===== src/rtl/cache_pkg.sv =====
// rtl/cache_pkg.sv - shared widths and miss-handler state encoding
package cache_pkg;

  // Default widths, kept identical to the two-way CLOCK cache
  localparam int ADDR_WIDTH_DEF = 8;
  localparam int LINE_WIDTH_DEF = 32;
  localparam int CNT_WIDTH_DEF  = 16;

  // Miss-handler states; explicit codes keep the encoding stable across tools
  typedef enum logic [2:0] {
    IDLE   = 3'd0,
    LOOKUP = 3'd1,
    CHECK  = 3'd2,
    FETCH  = 3'd3,
    FILL   = 3'd4,
    RESP   = 3'd5
  } miss_state_e;

endpackage


===== src/rtl/sat_counter.sv =====
// rtl/sat_counter.sv - event counter that sticks at all-ones instead of wrapping
module sat_counter #(
  parameter int WIDTH = 16
) (
  input  logic             clock,
  input  logic             reset,
  input  logic             inc,
  output logic [WIDTH-1:0] count
);

  logic [WIDTH-1:0] count_q;
  logic [WIDTH-1:0] count_d;

  // Increment only while below the ceiling so the statistic never rolls over
  always_comb begin
    count_d = count_q;
    if (inc && (count_q != {WIDTH{1'b1}})) begin
      count_d = count_q + WIDTH'(1);
    end
  end

  // Counter register with synchronous clear
  always_ff @(posedge clock) begin
    if (reset) begin
      count_q <= '0;
    end else begin
      count_q <= count_d;
    end
  end

  assign count = count_q;

endmodule


===== src/rtl/cache_miss_handler.sv =====
// rtl/cache_miss_handler.sv - channel-1 read front-end: probe cache, fetch and install on miss
module cache_miss_handler
  import cache_pkg::*;
#(
  parameter int ADDR_WIDTH = ADDR_WIDTH_DEF,
  parameter int LINE_WIDTH = LINE_WIDTH_DEF,
  parameter int CNT_WIDTH  = CNT_WIDTH_DEF
) (
  input  logic                  clock,
  input  logic                  reset,
  input  logic                  req_valid,
  output logic                  req_ready,
  input  logic [ADDR_WIDTH-1:0] req_addr,
  output logic                  resp_valid,
  input  logic                  resp_ready,
  output logic [LINE_WIDTH-1:0] resp_data,
  output logic                  resp_hit,
  output logic [ADDR_WIDTH-1:0] c_addr,
  output logic [LINE_WIDTH-1:0] c_val,
  output logic                  c_read,
  output logic                  c_write,
  input  logic                  c_hit,
  input  logic [LINE_WIDTH-1:0] c_out_val,
  output logic                  mem_req,
  output logic [ADDR_WIDTH-1:0] mem_addr,
  input  logic                  mem_ack,
  input  logic [LINE_WIDTH-1:0] mem_data,
  output logic [CNT_WIDTH-1:0]  hit_count,
  output logic [CNT_WIDTH-1:0]  miss_count
);

  miss_state_e           state_q, state_d;
  logic [ADDR_WIDTH-1:0] addr_q, addr_d;
  logic [LINE_WIDTH-1:0] data_q, data_d;
  logic                  hit_q, hit_d;
  // Set after the first FILL cycle; c_hit in that first cycle still reflects the miss
  logic                  fill_seen_q, fill_seen_d;
  logic                  inc_hit;
  logic                  inc_miss;

  // Next-state and datapath decode for one outstanding transaction
  always_comb begin
    state_d     = state_q;
    addr_d      = addr_q;
    data_d      = data_q;
    hit_d       = hit_q;
    fill_seen_d = fill_seen_q;
    inc_hit     = 1'b0;
    inc_miss    = 1'b0;
    case (state_q)
      IDLE: begin
        if (req_valid) begin
          addr_d  = req_addr;
          state_d = LOOKUP;
        end
      end
      LOOKUP: begin
        state_d = CHECK;
      end
      CHECK: begin
        if (c_hit) begin
          data_d  = c_out_val;
          hit_d   = 1'b1;
          inc_hit = 1'b1;
          state_d = RESP;
        end else begin
          inc_miss = 1'b1;
          state_d  = FETCH;
        end
      end
      FETCH: begin
        if (mem_ack) begin
          data_d      = mem_data;
          hit_d       = 1'b0;
          fill_seen_d = 1'b0;
          state_d     = FILL;
        end
      end
      FILL: begin
        // Keep writing until the cache reports the line present; the cache may
        // need several edges to sweep CLOCK bits before it installs the line
        fill_seen_d = 1'b1;
        if (fill_seen_q && c_hit) begin
          state_d = RESP;
        end
      end
      RESP: begin
        if (resp_ready) begin
          state_d = IDLE;
        end
      end
      default: begin
        state_d = IDLE;
      end
    endcase
  end

  // State and datapath registers; reset drops any memory transaction in flight
  always_ff @(posedge clock) begin
    if (reset) begin
      state_q     <= IDLE;
      addr_q      <= '0;
      data_q      <= '0;
      hit_q       <= 1'b0;
      fill_seen_q <= 1'b0;
    end else begin
      state_q     <= state_d;
      addr_q      <= addr_d;
      data_q      <= data_d;
      hit_q       <= hit_d;
      fill_seen_q <= fill_seen_d;
    end
  end

  // Every output is a decode of registered state so no input reaches an output
  assign req_ready  = (state_q == IDLE);
  assign resp_valid = (state_q == RESP);
  assign resp_data  = data_q;
  assign resp_hit   = hit_q;
  assign c_addr     = addr_q;
  assign c_val      = data_q;
  assign c_read     = (state_q == LOOKUP);
  assign c_write    = (state_q == FILL);
  assign mem_req    = (state_q == FETCH);
  assign mem_addr   = addr_q;

  sat_counter #(.WIDTH(CNT_WIDTH)) u_hit_cnt (
    .clock (clock),
    .reset (reset),
    .inc   (inc_hit),
    .count (hit_count)
  );

  sat_counter #(.WIDTH(CNT_WIDTH)) u_miss_cnt (
    .clock (clock),
    .reset (reset),
    .inc   (inc_miss),
    .count (miss_count)
  );

endmodule


===== config.mk =====
export PLATFORM = sky130hd
export DESIGN_NAME = cache_miss_handler
export DESIGN_NICKNAME = d
export VERILOG_FILES = /design/src/rtl/cache_pkg.sv /design/src/rtl/sat_counter.sv /design/src/rtl/cache_miss_handler.sv
export SDC_FILE = /design/constraint.sdc
export NUM_CORES = 1
export LEC_CHECK = 0
export ABC_AREA = 1
export CAP_MARGIN = 20
export CORE_MARGIN = 2
export CORE_UTILIZATION = 38
export DETAILED_ROUTE_END_ITERATION = 10
export MAX_ROUTING_LAYER = met4
export PLACE_DENSITY = 0.76
export RECOVER_POWER = 50
export SYNTH_ARGS = -nofsm -noshare
export SYNTH_HDL_FRONTEND = slang
export SYNTH_HIERARCHICAL = 1
export SYNTH_SLANG_ARGS = --single-unit

===== constraint.sdc =====
create_clock -name clock -period 1.7 [get_ports clock]
set_input_delay 0.34 -clock clock [delete_from_list [all_inputs] [get_ports clock]]
set_output_delay 0.34 -clock clock [all_outputs]
set_load 0.03 [all_outputs]

==> results_dict.tcl <==
set metrics [dict create \
    total_power_mw 6.058 \
    wire_per_inst_um 12.96 \
    fin_nets 919 \
    dpl.hpwl_um 9637 \
    fmax_mhz 601.5 \
    drv_slew 0 \
    grt_setup_unrepaired "true" \
    r2r_slack_ps 130 \
    hold_viol_final 0 \
    irDropWorstVdd_mv 0.4549 \
    critPathLaunchType "register" \
    cts_max_path_buffers 2 \
    vias 4604 \
    hp-class "reg2reg" \
    dieArea_um2 12150 \
    grt_pass1_vias 4246 \
    fin_util_pct 58.60 \
    row_count 38 \
    synth_cell_type_count 26 \
    die_w_um 110.2 \
    arrival_ps 1320 \
    required_ps 1360 \
    globalplace.congestion 0.8706 \
    final_cell_mix "nand2_1, nor2_1, dlygate4sd2_1" \
    tightest_slew_ps 525.6 \
    p_leak_nw 3.248 \
    ant_nets 0 \
    num_io_pins 196 \
    critical_path_class "reg2out" \
    skew_ps 9.417 \
    first_pass_iters 7 \
    diodes 0 \
    htreeDepth 3 \
    synth_edf_count 0 \
    drv_cap 0 \
    ys_ff_latch 77 \
    yosysSeqAreaShare_pct 35.96 \
    die_h_um 110.2 \
    vias_per_cell 4.684 \
    cp-end-kind "output port" \
    finalCriticalPeriod_ps 1663 \
    grt-ovfl-total 0 \
    cts-root-buf "clkbuf_16" \
    routed_wl_um 12740 \
    relSlewSlack_pct 64.91 \
    syn_nets 747 \
    synth_warnings 6 \
    powerDensity_nw_per_um2 945.2 \
    cts_tree "built" \
    status "complete, no violations" \
    grt_pass1_wl_um 20120 \
    synthArstFlopShare_pct 0 \
    cts_sinks 77 \
    drc 0 \
    syn_to_final_growth_pct 49.50 \
    synth.avg_cell_area_um2 6.427 \
    synthCells 667 \
    grt.total_usage_pct 21.84 \
    cts_buffers 9 \
    finalCritPeriodShare_pct 97.80 \
    start_util_pct 39.20 \
    yosys_most_used_dff "dfxtp_1" \
    final_common_cell "nand2_1" \
    grt_antenna_before_repair 0 \
    core-area_um2 10940 \
    crit_fanout 20 \
    finalSetupViolations 0 \
    clk_pin_slew_ps 60 \
    grt_max_degree 36 \
    numPortBuffers 195 \
    clkLatencyLatePin_ps 320 \
    drive_above_1_share_pct 10.68 \
    synth_area_um2 4287 \
    drt-initial-drc-count 279 \
    postCtsHoldBufs 0 \
]
-- final timing paths --
check                                       to  depth (start not counted)                    start
max                                    mem_req                          4  state_q[1]$_SDFFE_PP0P_
min reg2reg              resp_hit$_SDFFE_PP0P_                          2    resp_hit$_SDFFE_PP0P_
min                      resp_hit$_SDFFE_PP0P_                          2    resp_hit$_SDFFE_PP0P_
max reg2reg  u_miss_cnt/count[13]$_SDFFE_PP0P_                         10  state_q[0]$_SDFFE_PP0P_
-- power breakdown --
group / switching (mW) / internal (mW)
sequential: 0.139 / 1.96
clock: 0.712 / 1.43
combinational: 1.13 / 0.695
total: 1.98 / 4.08
-- sequential cells by signal (all words and copies together) (netlist names) --
register and flops:
c_val 32, resp_hit 1, fill_seen_q 1, u_hit_cnt/count 16, c_addr 8, u_miss_cnt/count 16, state_q 3
-- kinds of logic (layout without fill, tap and decap cells) --
| logic type | after synthesis | in the layout | synth area share, % |
|---|---|---|---|
| simple gates | 432 | 432 | 43.20 |
| buf+inv | 96 | 272 | 13.22 |
| flops | 77 | 77 | 35.96 |
| compound gates | 60 | 60 | 7.034 |
| fa+ha+maj | 2 | 2 | 0.5837 |
-- stage by stage --
step / setup slack [ps] / setup TNS (ps) / instance area, um2 / instances / hold slack (ps)
floorplan: 30.87 / 0 / 4287 / 667 / 460.6
global placement: -229.8 / -3165 / 6181 / 962 / 450.3
detailed placement: -257.6 / -3962 / 6181 / 962 / 455.0
CTS: -40.35 / -40.35 / 6392 / 977 / 467.8
global route: -23.33 / -58.77 / 6409 / 983 / 508.8
finish: 37.40 / 0 / 6409 / 983 / 468.7
-- per-layer routing --
metal	wire [um]	up-vias	track usage, %	part of all wire (%)
met3	863	19	3.880	6.8
met2	6049	170	36.37	47
met4	282	0	8.304	2.2
met5	0	-	-	0
met1	5542	2028	26.39	44
li1	-	2387	-	-
-- repair_timing --
item,in CTS,in global routing
buffers inserted,0,6
resized for setup,115,11
pin swaps,0,4
setup endpoints to repair,113,14
-- worst max-delay path, stage by stage, from the launching register on --
cell     delay [ps]
dfxtp_2         400
nand2_2          90
nor2_4          170
buf_12          170
buf_4           170
-- layout make-up --
type / instances / area (um2)
Clock buffer: 11 / 232.7
Multi-Input combinational cell: 494 / 2192
Timing Repair Buffer: 224 / 2043
Clock inverter: 4 / 97.59
Sequential cell: 77 / 1544
Tap cell: 140 / 175.2
Inverter: 33 / 123.9
Fill cell: 1061 / 4527
-- cell usage after synthesis, types with 3 or more instances --
| library cell | n | area (um2) |
|---|---|---|
| a21oi_1 | 25 | 125.1 |
| buf_2 | 9 | 45.04 |
| buf_4 | 44 | 330.3 |
| buf_6 | 3 | 33.78 |
| clkbuf_1 | 3 | 11.26 |
| dfxtp_1 | 77 | 1541 |
| inv_1 | 31 | 116.4 |
| nand2_1 | 204 | 765.7 |
| nand2_2 | 7 | 43.79 |
| nand3_1 | 36 | 180.2 |
| nand4_1 | 7 | 43.79 |
| nor2_1 | 142 | 533.0 |
| nor2_2 | 22 | 137.6 |
| nor2_4 | 5 | 56.30 |
| nor3_1 | 3 | 15.01 |
| o21ai_0 | 21 | 105.1 |
| o21ai_1 | 13 | 65.06 |
No activity file was read; power rests on OpenSTA's default activity.
